<file path="config.mk">
export PLATFORM = sky130hd
export DESIGN_NAME = u_butterfly_dec
export DESIGN_NICKNAME = d
export VERILOG_FILES = /design/src/rtl/u_butterfly_pkg.sv /design/src/rtl/u_stream_cnt.sv /design/src/rtl/u_butterfly_dec.sv
export SDC_FILE = /design/constraint.sdc
export NUM_CORES = 1
export LEC_CHECK = 0
export ABC_AREA = 1
export ABC_CLOCK_PERIOD_IN_PS = 5800
export CORE_MARGIN = 4
export CORE_UTILIZATION = 60
export CTS_CLUSTER_SIZE = 25
export DETAILED_ROUTE_END_ITERATION = 7
export PLACE_DENSITY = 0.87
export SYNTH_ARGS = -nofsm -noshare
export SYNTH_HDL_FRONTEND = slang
export SYNTH_HIERARCHICAL = 1
export SYNTH_SLANG_ARGS = --single-unit
</file>
<file path="constraint.sdc">
create_clock -name iClk -period 5.8 [get_ports iClk]
set_clock_uncertainty 0.15 [all_clocks]
set_input_delay 1.45 -clock iClk [delete_from_list [all_inputs] [get_ports iClk]]
set_output_delay 1.45 -clock iClk [all_outputs]
set_load 0.01 [all_outputs]
</file>
<file path="src/rtl/u_butterfly_pkg.sv">
// Shared types and helpers for the unary butterfly result decoder.
// Holds the FSM states, the window length and the bipolar count-to-value conversion.
package u_butterfly_pkg;

  typedef enum logic [1:0] {IDLE, RUN, DONE} stateT;

  function automatic int windowLen(input int bitWidth);
    return 1 << bitWidth;
  endfunction

  // A bipolar stream with c ones in an N-cycle window encodes the value 2*c - N.
  function automatic int bipolarConv(input int onesCnt, input int bitWidth);
    return 2 * onesCnt - windowLen(bitWidth);
  endfunction

endpackage

</file>
<file path="src/rtl/u_stream_cnt.sv">
// Ones counter for a single unary stream.
// The counter is BITWIDTH+1 bits wide so that a full window of N ones still fits.
module u_stream_cnt #(
  parameter int BITWIDTH = 8
) (
  input  logic              iClk,
  input  logic              iRst,
  input  logic              iClr,
  input  logic              iEn,
  input  logic              iBit,
  output logic [BITWIDTH:0] oCnt
);

  always_ff @(posedge iClk or posedge iRst) begin
    if (iRst)
      oCnt <= '0;
    else if (iClr)
      oCnt <= '0;
    else if (iEn)
      oCnt <= oCnt + {{BITWIDTH{1'b0}}, iBit};
  end

endmodule

</file>
<file path="src/rtl/u_butterfly_dec.sv">
// Decodes the four bipolar output streams of the unary butterfly into signed binary values.
// It counts ones over a 2^BITWIDTH cycle window and hands the four results out through valid/ready.
module u_butterfly_dec
  import u_butterfly_pkg::*;
#(
  parameter int BITWIDTH = 8
) (
  input  logic                       iClk,
  input  logic                       iRst,
  input  logic                       iStart,
  input  logic                       iReal0,
  input  logic                       iImg0,
  input  logic                       iReal1,
  input  logic                       iImg1,
  input  logic                       iReady,
  output logic                       oBusy,
  output logic                       oValid,
  output logic signed [BITWIDTH+1:0] oReal0,
  output logic signed [BITWIDTH+1:0] oImg0,
  output logic signed [BITWIDTH+1:0] oReal1,
  output logic signed [BITWIDTH+1:0] oImg1
);

  localparam int N  = windowLen(BITWIDTH);
  localparam int OW = BITWIDTH + 2;
  localparam logic [BITWIDTH-1:0] LAST_IDX = BITWIDTH'(N - 1);

  stateT state, nextState;
  logic [BITWIDTH-1:0] winCnt;
  logic [BITWIDTH:0]   cnt      [4];
  logic [BITWIDTH:0]   finalCnt [4];
  logic signed [OW-1:0] res     [4];
  logic [3:0] bits;
  logic startWin, runEn, lastSample;

  assign bits       = {iImg1, iReal1, iImg0, iReal0};
  assign startWin   = (state == IDLE) && iStart;
  assign runEn      = (state == RUN);
  assign lastSample = runEn && (winCnt == LAST_IDX);
  assign oBusy      = (state != IDLE);
  assign oValid     = (state == DONE);

  always_ff @(posedge iClk or posedge iRst) begin
    if (iRst)
      state <= IDLE;
    else
      state <= nextState;
  end

  always_comb begin
    nextState = state;
    case (state)
      IDLE:    if (iStart) nextState = RUN;
      RUN:     if (winCnt == LAST_IDX) nextState = DONE;
      DONE:    if (iReady) nextState = IDLE;
      default: nextState = IDLE;
    endcase
  end

  always_ff @(posedge iClk or posedge iRst) begin
    if (iRst)
      winCnt <= '0;
    else if (startWin)
      winCnt <= '0;
    else if (runEn)
      winCnt <= winCnt + 1'b1;
  end

  for (genvar g = 0; g < 4; g++) begin : gCnt
    u_stream_cnt #(.BITWIDTH(BITWIDTH)) uStreamCnt (
      .iClk (iClk),
      .iRst (iRst),
      .iClr (startWin),
      .iEn  (runEn),
      .iBit (bits[g]),
      .oCnt (cnt[g])
    );
  end

  // The registered count lags one sample, so the last window bit is folded in here.
  always_comb begin
    for (int k = 0; k < 4; k++) begin
      finalCnt[k] = cnt[k] + {{BITWIDTH{1'b0}}, bits[k]};
      res[k]      = OW'(bipolarConv(int'(finalCnt[k]), BITWIDTH));
    end
  end

  always_ff @(posedge iClk or posedge iRst) begin
    if (iRst) begin
      oReal0 <= '0;
      oImg0  <= '0;
      oReal1 <= '0;
      oImg1  <= '0;
    end else if (lastSample) begin
      oReal0 <= res[0];
      oImg0  <= res[1];
      oReal1 <= res[2];
      oImg1  <= res[3];
    end
  end

endmodule

</file>
## Word level (Yosys, flattened, before mapping)

Cells that the tools add are included.
W data, S select, Z words.

- $add $sub $neg: 9
- Equal/unequal tests: 6
- Multiplexer cells: 14
- Reduce and logical (&&, ||, !) cells: 6

Operator list:

| cell | number |
|---|---|
| $mux W9 | 8 |
| $sub A10 B9 Y10 const B | 4 |
| $add A9 B1 Y9 | 4 |
| $mux W8 | 2 |
| $add A8 B1 Y8 const B | 1 |
| $eq A8 B8 Y1 const B | 1 |
| $mux W2 | 3 |
| $pmux W2 S3 | 1 |
| $ne A2 B2 Y1 const B | 2 |
| $reduce_bool A2 Y1 | 2 |
| $reduce_and A3 Y1 | 1 |
| $eq A2 B1 Y1 const B | 1 |
| $eq A2 B2 Y1 const B | 1 |
| $logic_and A1 B1 Y1 | 2 |
| $logic_not A2 Y1 | 1 |
| $ne A2 B1 Y1 const B | 1 |

- Register bits after elaboration: 86
- Input bits: 8
- Output and inout bits: 42
- Word-level logic and storage cells: 45

## Longest topological paths before layout

- Word-level depth: 3
- Gate-level depth with buffers: 11
- Depth with buffers taken out: 11

## Modules after synthesis

The synthesis kept the hierarchy.

By module, submodules not included:

| module | times used | cells an instance | area an instance (um2) | seq. area each (um2) |
|---|---|---|---|---|
| u_butterfly_dec | 1 | 340 | 2695.1 | 1151.1 |
| u_stream_cnt | 4 | 71 | 540.5 | 225.2 |

## Worst setup path before layout

OpenSTA, ideal clock, no wires.

- Kind: input to register
- From: input port iStart
- To: register gCnt[3].uStreamCnt.oCnt[6]
- Library setup time: 0.071 ns
- Arrival time: 2.534 ns
- Required time: 5.579 ns
- Slack: 3.045 ns
- Stages: 8
- Path buffers: 0
- Cells stage by stage: nand3_1 > inv_1 > inv_2 > nand2_2 > nand3_2 > nor2_1 > nor2_1 > nor2_1

- Cells in the longest elaborated chain, start to end: 2
- Elaborated cells on any way between the ends: 3
- Classes of those cells: mux: 1; reduce/logical: 2

Ends and longest elaborated chain:

| what | line | RTL |
|---|---|---|
| start: declaration | u_butterfly_dec.sv:10 | `input logic iStart,` |
| $logic_and A1 B1 Y1 * | u_butterfly_dec.sv:37 | `assign startWin = (state == IDLE) && iStart;` |
| via startWin | u_butterfly_dec.sv:34 | `logic startWin, runEn, lastSample;` |
| $mux W9 or $reduce_bool A2 Y1 (tied branches) | - |  |
| end signal: assignment | u_stream_cnt.sv:20 | `oCnt <= oCnt + {{BITWIDTH{1'b0}}, iBit};` |
| end: declaration | u_stream_cnt.sv:11 | `output logic [BITWIDTH:0] oCnt` |

Mark *: on every way through the listed nets, which the timed path passes. The rest lies on a longest branch.
A chain may end at the register's enable or synchronous reset.

## Worst setup path in the final report

- From: input port iStart
- To: register gCnt[2].uStreamCnt.oCnt[6]

- Cells in the longest elaborated chain, start to end: 2
- Elaborated cells on any way between the ends: 3
- Classes of those cells: mux: 1; reduce/logical: 2

Ends and longest elaborated chain:

| what | line |
|---|---|
| $logic_and A1 B1 Y1 * | u_butterfly_dec.sv:37 |
| via startWin | u_butterfly_dec.sv:34 |
| $mux W9 or $reduce_bool A2 Y1 (tied branches) | - |
| end signal: assignment | u_stream_cnt.sv:20 |
| end: declaration | u_stream_cnt.sv:11 |

Marked as above.

==> reports/results.ini <==
[outcome]
status=finished, final reports clean

[timing]
layout_min_cycle_time_ns=3.191
rsz0062_at_grt=no
max_slew_margin=0.3434
max_clock_freq_mhz=313.4
finalHoldViolCount=0
whs_ns=0.3219
min_period_over_period=0.5501
worstMarginPinSlew_ns=0.9835
setup_viol=0
setup-tns-final_ns=0
slew_viol_final=0

[cells_and_area]
final_cell_mix=nand2_1 (198), dfrtp_1 (82), inv_1 (64), nor2_1 (64), nand3_1 (48)
diodes=0
syn_to_final_growth_pct=13.21
layout_commonest_cell=nand2_1
fin_area_sq_um=5499
final.fill_count=602
nNetsFinal=697
final_util=0.7043
layout-drive-gt1-share=0.1111

[cts]
htree_levels=3
numCtsBuffers=9
cts_hold_buf=0
cts_sinks=82
path_clk_slew_ns=0.08
postCtsSetupBuffers=0
root_buffer=clkbuf_8
clk_latency_ns=0.36
cts_tree=built
cts_max_path_buffers=2
cts.repair.resized=0

[floorplan]
fp.dieW_um=97.98
rows=32
fp.dieH_um=97.98
core_sq_um=7807
die-area_sq_um=9599
io_pins=50
start_util=0.6221

[setup_path]
path_max_fanout=10
slowest_stage=inv_1
cp_cell_sequence=clkdlybuf4s50_1, nand3_1, inv_1, inv_2, nand2_2, nand3_2, nor2_1, nor2_1, nor2_1
endpoint_kind=flip-flop
critPathRequiredTime_ns=5.95
arrival_ns=3.34
startpoint_type=input pin
max_stage_delay_ns=0.50
path_class=in -> reg
crit_top_cell=nor2_1

[synthesis]
ys_ff_latch=82
synth_ff_type=dfrtp_1
ys_top_cells_by_area=dfrtp_1 (42%), nand2_1 (15%), inv_1 (5.0%)
synth_warnings=6
yosys.area.top_type=dfrtp_1
synth_edf_count=0
ys_async_sr_fraction=1.000
synth_top_area_frac=0.4225
syn_area_sq_um=4857
avgSynthCellArea_sq_um=7.784
synth_cell_types=27
syn_inst=624
yosysSeqAreaShare=0.4225

[place]
port-buffer-count=45
place_congestion=0.8486
placed_area_sq_um=5341
dp_hpwl_um=7503

[drt]
drt_iter0_drc=211
vias=4184
drtAntennaViolNets=0
vias_per_cell=5.385
wire_per_inst_um=13.38
drc=0
detail_route.first_pass.iterations=5
totalWireLength_um=10400

[job]
cap_viol_max_count=0

[global_routing]
grt_max_degree=62
antenna_found_initial=0
grt_overflow=0
grt_pass1_vias=4154
grt_usage=0.2279
grt_pass1_wl_um=18120

[power_and_ir_drop]
power.density_nw_per_um2=293.5
ir_drop_uv=214.1
leakage_nw=2.574

[hold_path]
holdCritPathClass=reg -> reg

-- worst max-delay path, delay by kind of cell --
family,cells,cell delay (ns)
and+or+nand+nor,6,0.71
buffers and inverters,3,1.17
-- final timing paths --
path,start,to,slack (ns),cells past startpoint
worst max-delay path,iStart,gCnt[2].uStreamCnt/oCnt[6]$_DFFE_PP0P_,2.61,9
worst min-delay path,oImg1[1]$_DFFE_PP0P_,oImg1[1]$_DFFE_PP0P_,0.32,2
worst max register to register,state[0]$_DFFE_PP0P_,gCnt[1].uStreamCnt/oCnt[2]$_DFFE_PP0P_,3.28,6
worst min register to register,oImg1[1]$_DFFE_PP0P_,oImg1[1]$_DFFE_PP0P_,0.32,2
max in group asynchronous,iRst,oImg1[9]$_DFFE_PP0P_,3.23,2
min in group asynchronous,iRst,gCnt[1].uStreamCnt/oCnt[0]$_DFFE_PP0P_,1.40,2
-- Yosys cell counts, types with 2 or more instances --
library cell and count:
a21oi_1 14, o22ai_1 2, buf_4 5, inv_1 65
buf_6 6, clkinv_1 5, inv_2 4, nor2_4 13
o21ai_0 10, xnor2_1 8, nand3_2 12, nand4_1 12
nand2_2 5, nand2_1 198, nor2_1 64, nor3_1 5
dfrtp_1 82, o21ai_1 9, nand3_1 48, ha_1 17
xor2_1 12, o21ai_2 23
-- sequential cells by signal, indices dropped and copies added (netlist names) --
name and cells:
oImg0 9, winCnt 8, oImg1 9, oReal0 9, state 2, gCnt.uStreamCnt/oCnt 36
oReal1 9
-- area by class of cell --
class,instances,area [sq um],area share
flip-flops and latches,82,2052,0.3732
multi-input cells,459,2427,0.4414
clock buffers,10,137.6,0.02503
repair buffers,45,450.4,0.08191
inverters,75,284.0,0.05165
well taps,102,127.6,0.02321
clock inverters,4,20.02,0.003641
-- layer usage --
layer | vias to the layer above | GRT usage | part of all wire
li1 | 2074 | - | -
met5 | - | 0 | 0
met2 | 122 | 0.4168 | 0.52
met4 | 0 | 0.09478 | 0.024
met1 | 1963 | 0.2609 | 0.41
met3 | 25 | 0.04071 | 0.045
-- logic make-up (layout without fill, tap and decap cells) --
group | count (synthesis) | after routing | synth area share
xor gates and xnor gates | 20 | 20 | 0.03606
buffers and inverters | 86 | 134 | 0.08011
and+or+nand+nor | 359 | 359 | 0.3372
other | 1 | 4 | 0.0007721
AOI/OAI and AO/OA | 59 | 59 | 0.07960
DFF | 82 | 82 | 0.4225
adders and majority gates | 17 | 17 | 0.04379
-- per-stage QoR --
stage	setup WS (ns)	total power [mW]	cells
finish	2.609	1.614	777
global route	2.420	1.733	777
CTS	2.643	1.620	777
detailed placement	2.271	1.259	763
global placement	2.370	1.229	763
floorplan	3.045	1.146	627
-- power breakdown --
part / total, mW / internal [mW] / switching (mW)
registers: 0.839 / 0.666 / 0.173
logic: 0.415 / 0.169 / 0.246
clock network: 0.359 / 0.160 / 0.200
total: 1.61 / 0.995 / 0.619
No activity file was read; power rests on OpenSTA's default activity.
